File: config.mk
export PLATFORM = sky130hd
export DESIGN_NAME = pc_redirect_ctrl
export DESIGN_NICKNAME = d
export VERILOG_FILES = /design/src/rtl/rv32i_pkg.sv /design/src/rtl/branch_perf_cnt.sv /design/src/rtl/pc_redirect_ctrl.sv
export SDC_FILE = /design/constraint.sdc
export NUM_CORES = 1
export LEC_CHECK = 0
export ABC_AREA = 1
export ABC_CLOCK_PERIOD_IN_PS = 2700
export CORE_ASPECT_RATIO = 0.5
export CORE_MARGIN = 2
export CORE_UTILIZATION = 55
export CTS_CLUSTER_DIAMETER = 30
export DETAILED_ROUTE_END_ITERATION = 7
export PLACE_DENSITY = 0.94
export SETUP_SLACK_MARGIN = 0.4
export SLEW_MARGIN = 40
export SYNTH_ARGS = -nofsm -noshare
export SYNTH_HDL_FRONTEND = slang
export SYNTH_SLANG_ARGS = --single-unit
File: constraint.sdc
create_clock -name clk -period 2.7 [get_ports clk]
set_input_delay 0.54 -clock clk [delete_from_list [all_inputs] [get_ports clk]]
set_output_delay 0.54 -clock clk [all_outputs]
set_load 0.01 [all_outputs]
File: src/rtl/rv32i_pkg.sv
// Shared RV32I pipeline definitions used by the fetch-side redirect logic.
//   OPCODE_*          : control-transfer opcodes decoded upstream of EX
//   PC_STEP           : sequential fetch increment
//   redirect_state_t  : fetch redirect FSM states
package rv32i_pkg;

  localparam logic [6:0]  OPCODE_BRANCH = 7'b1100011;
  localparam logic [6:0]  OPCODE_JAL    = 7'b1101111;
  localparam logic [6:0]  OPCODE_JALR   = 7'b1100111;

  localparam logic [31:0] PC_STEP = 32'd4;

  typedef enum logic {
    RUN  = 1'b0,
    HOLD = 1'b1
  } redirect_state_t;

endpackage

File: src/rtl/branch_perf_cnt.sv
// Branch statistics counters.
//   clk, rst_n      : clock, asynchronous active-low reset
//   br_inc          : a conditional branch retired from EX this cycle
//   taken_inc       : that branch was also taken (redirected)
//   br_count        : conditional branches counted (wraps at 2^32)
//   br_taken_count  : taken conditional branches counted (wraps at 2^32)
module branch_perf_cnt (
  input  logic        clk,
  input  logic        rst_n,
  input  logic        br_inc,
  input  logic        taken_inc,
  output logic [31:0] br_count,
  output logic [31:0] br_taken_count
);

  always_ff @(posedge clk or negedge rst_n) begin
    if (!rst_n) begin
      br_count       <= '0;
      br_taken_count <= '0;
    end else begin
      if (br_inc)    br_count       <= br_count + 32'd1;
      if (taken_inc) br_taken_count <= br_taken_count + 32'd1;
    end
  end

endmodule

File: src/rtl/pc_redirect_ctrl.sv
// Fetch PC owner and EX-stage branch/jump redirect controller.
//   clk, rst_n          : clock, asynchronous active-low reset
//   ex_valid            : EX holds a valid instruction
//   ex_is_branch        : EX instruction is a conditional branch
//   ex_is_jump          : EX instruction is JAL/JALR
//   ExeBranch           : branch comparator condition result
//   ex_target           : branch/jump target from EX
//   stall               : hazard stall, hold the PC
//   imem_ready          : instruction memory accepts the current request
//   pc, pc_valid        : fetch request (valid/ready handshake)
//   redirect            : taken branch/jump accepted this cycle
//   flush_ifid/idex     : squash IF/ID and ID/EX at the next edge
//   misalign_err        : sticky, a taken target was not word aligned
//   br_count            : conditional branches retired
//   br_taken_count      : conditional branches taken
module pc_redirect_ctrl
  import rv32i_pkg::*;
#(
  parameter logic [31:0] RESET_PC = 32'h0000_0000,
  parameter int unsigned XLEN     = 32
) (
  input  logic            clk,
  input  logic            rst_n,
  input  logic            ex_valid,
  input  logic            ex_is_branch,
  input  logic            ex_is_jump,
  input  logic            ExeBranch,
  input  logic [XLEN-1:0] ex_target,
  input  logic            stall,
  input  logic            imem_ready,
  output logic [XLEN-1:0] pc,
  output logic            pc_valid,
  output logic            redirect,
  output logic            flush_ifid,
  output logic            flush_idex,
  output logic            misalign_err,
  output logic [31:0]     br_count,
  output logic [31:0]     br_taken_count
);

  redirect_state_t state_q, state_d;
  logic [XLEN-1:0] pc_d;
  logic [XLEN-1:0] pending_q, pending_d;
  logic            take, bad, go;
  logic            br_inc, taken_inc;

  always_comb begin
    take = (state_q == RUN) && ex_valid && (ex_is_jump || (ex_is_branch && ExeBranch));
    bad  = take && (ex_target[1:0] != 2'b00);
    go   = take && !bad;
  end

  always_comb begin
    state_d    = state_q;
    pc_d       = pc;
    pending_d  = pending_q;
    redirect   = 1'b0;
    flush_ifid = 1'b0;
    flush_idex = 1'b0;
    case (state_q)
      RUN: begin
        if (go) begin
          redirect   = 1'b1;
          flush_ifid = 1'b1;
          flush_idex = 1'b1;
          // No request is outstanding before pc_valid rises, so the PC may
          // be replaced freely; otherwise it must wait for the handshake.
          if (imem_ready || !pc_valid) begin
            pc_d = ex_target;
          end else begin
            pending_d = ex_target;
            state_d   = HOLD;
          end
        end else if (pc_valid && imem_ready && !stall) begin
          pc_d = pc + PC_STEP;
        end
      end
      HOLD: begin
        flush_ifid = 1'b1;
        flush_idex = 1'b1;
        if (imem_ready) begin
          pc_d    = pending_q;
          state_d = RUN;
        end
      end
      default: state_d = RUN;
    endcase
  end

  always_ff @(posedge clk or negedge rst_n) begin
    if (!rst_n) begin
      state_q      <= RUN;
      pc           <= RESET_PC;
      pending_q    <= '0;
      pc_valid     <= 1'b0;
      misalign_err <= 1'b0;
    end else begin
      state_q   <= state_d;
      pc        <= pc_d;
      pending_q <= pending_d;
      pc_valid  <= 1'b1;
      if (bad) misalign_err <= 1'b1;
    end
  end

  always_comb begin
    br_inc    = (state_q == RUN) && ex_valid && ex_is_branch && !stall;
    taken_inc = br_inc && go;
  end

  branch_perf_cnt u_perf (
    .clk            (clk),
    .rst_n          (rst_n),
    .br_inc         (br_inc),
    .taken_inc      (taken_inc),
    .br_count       (br_count),
    .br_taken_count (br_taken_count)
  );

endmodule

==> impl_metrics.ini <==
[synth]
yosysSeqAreaShare = 0.418
netlist_area_mm2 = 0.00785
synth_fp_nets = 1204
synthCells = 1161
ys_warn_count = 0
avgSynthCellArea_um2 = 6.76
synth-seq-cells = 131
synth.distinct_cells = 36

[critical_path]
path_max_fanout = 3
crit_type = primary input to output pin
cp_top_family = buffers and inverters
cp.arrival_ns = 1.70
critPathBufInv = 3
startpoint_type = primary input
max_stage_delay_ns = 0.49
crit_chain = clkdlybuf4s50_1 > inv_1 > nor2_4 > nand3_4 > nand2_4 > dlygate4sd2_1
rrSetupSlack_ns = 0.66
cpMaxStageDelayCell = clkdlybuf4s50_1
critPathCaptureType = output pin
critPathRequiredTime_ns = 2.16

[timing]
period_share = 0.831
tightest_slew_ns = 0.506
max_freq_ghz = 0.446
min_period_ns = 2.24
slew_viol_final = 0
hold_viol_final = 0
rsz0062_at_grt = no
slew_headroom = 0.662
fin_tns_setup_ns = 0
setup_viol = 0
clock_skew_ns = 0.0122

[cts]
numClockSinks = 131
cts_tree = yes
clk_pin_slew_ns = 0.06
clock_path_buffers = 2
hold_buffers = 0
cts_buffers = 17
ctsRootBufferMaster = clkbuf_16
cts_max_level = 4
clk_latency_ns = 0.42

[routing]
vias_per_cell = 5.55
drt-initial-drc-count = 856
drc = 0
ant_nets = 0
drt_first_pass_iters = 6
wl_per_cell_um = 15.8
vias = 8428
wl_mm = 24.0

[cells_and_area]
layout_common_cells = nand2_1, nor2_1, clkdlybuf4s50_1
syn_to_final_growth_pct = 29.0
final_util = 0.737
nFillCells = 973
finalNonFillerCells = 1519
final_net_count = 1357
n_antenna_cell = 0
multi_input_area_mm2 = 0.00401
drive_gt1_frac = 0.0625
final_common_cell = nand2_1
regArea_mm2 = 0.00328

[power]
p_leak_nw = 4.85
max-vdd-ir-drop_v = 0.000458
p_per_area_mw_per_mm2 = 697

[place]
hpwl_mm = 16.6
portBuffers = 140
place_inst = 1482
routabilityCongestion = 0.924

[global_route]
grt_max_degree = 39
overflow = 0
grt_use_total = 0.321
grt_pass1_vias = 8191
grt_pass1_wl_mm = 39.2
grt_antenna_before_repair = 0

[min_path]
min_path_type = primary input to async pin

[die]
start_util = 0.571
fp.coreArea_mm2 = 0.0137
design.portCount = 141
rows = 30
die_h_um = 88.5
fp.dieW_um = 173
die_area_mm2 = 0.0153

[job]
drv_cap = 0

[run_status]
outcome = finished clean
[cell usage after synthesis]
library cell	count	area, um^2
nand2_1	492	1850
nor2_1	139	522
dfrtp_1	131	3280
inv_1	111	417
nand3_1	63	315
o21ai_0	50	250
xor2_1	29	254
nor3_1	21	105
a21oi_1	16	80.1
buf_2	13	65.1
nand4_1	13	81.3
xnor2_1	13	114
clkbuf_1	12	45.0
nand3b_1	9	67.6
nor2_2	5	31.3
inv_2	4	15.0
nand3_4	4	70.1
nor2_4	4	45.0
nor3_2	4	40.0
ha_1	3	37.5
nand2_2	3	18.8
o21ai_1	3	15.0
a31oi_1	2	12.5
and2_1	2	12.5
nor3b_1	2	15.0
o22ai_1	2	12.5
o31ai_1	2	15.0
buf_1	1	3.75
buf_4	1	7.51
buf_6	1	11.3
conb_1	1	3.75
nand2_4	1	11.3
nor4_1	1	6.26
o211ai_1	1	7.51
o21bai_1	1	7.51
or2_2	1	6.26
[metal layers]
metal  vias to the layer above  GRT usage  routed length (um)
met5                         -          0                   0
met4                         0      0.187                 944
met3                       114     0.0662                2290
met2                       555      0.555               11500
met1                      3841      0.384                9270
li1                       3918          -                   -
[cells by family (layout without fill, tap and decap cells)]
family	count (synthesis)	in the layout	share of synthesized area
and+or+nand+nor	764	764	0.407
buffers and inverters	143	309	0.0719
DFF	131	131	0.418
AOI/OAI and AO/OA	77	77	0.0510
xor gates and xnor gates	42	42	0.0469
adders and majority gates	3	3	0.00478
other	1	1	0.000478
[metrics by stage]
stage / power [mW] / hold slack [ns] / worst slack, ns / cell area, um^2
after detailed placement: 4.64 / 0.465 / 0.0942 / 9490
after CTS: 7.03 / 0.0962 / 0.474 / 10100
after global routing: 7.40 / 0.120 / 0.418 / 10100
after floorplan: 3.65 / 0.244 / 0.951 / 7850
after global placement: 4.54 / 0.458 / 0.180 / 9490
final: 7.06 / 0.0862 / 0.458 / 10100
[state kept, by name, summed over array words and instances (netlist names)]
register,count
pc,32
pending_q,32
u_perf.br_taken_count,32
state_q,1
pc_valid,1
misalign_err,1
u_perf.br_count,32
[path summary, 6_finish.rpt]
check,startpoint,end,cells after the start
worst min-delay path,rst_n,u_perf.br_count[22]$_DFFE_PN0N_,1
min in group clk,pending_q[25]$_DFFE_PN0P_,pending_q[25]$_DFFE_PN0P_,2
worst max register to register,pc[3]$_DFFE_PN0P_,pc[30]$_DFFE_PN0P_,10
worst min register to register,pending_q[25]$_DFFE_PN0P_,pending_q[25]$_DFFE_PN0P_,2
max in group asynchronous,rst_n,u_perf.br_taken_count[24]$_DFFE_PN0P_,2
worst max-delay path,ex_valid,flush_ifid,6
[cell type report]
cell class,instances,area share
Multi-Input combinational cell,887,0.396
Sequential cell,131,0.324
Timing Repair Buffer,162,0.155
Clock buffer,18,0.0434
Inverter,115,0.0426
Tap cell,192,0.0237
Clock inverter,14,0.0150
[power by group]
group	switching [mW]	total (mW)	internal [mW]
clock	0.968	2.36	1.39
sequential	0.505	2.84	2.33
combinational	0.971	1.86	0.889
total	2.44	7.06	4.61
[worst reg2reg max path: stages, from the launching register on]
cell and delay (ns):
dfrtp_1 0.41, ha_1 0.23, nand3_1 0.14, inv_1 0.16, nand2_1 0.16, nor2_1 0.43, nand3_1 0.12, nand3_1 0.13
nand2_1 0.06, nand2_1 0.05, nand2_1 0.04
[repair_timing]
action | in CTS | in global routing
endpoints found under the setup margin | 3 | 2
setup buffers | 1 | 4
gates resized for setup | 5 | 1
pin swaps | 1 | 0
No activity file was read; power rests on OpenSTA's default activity.
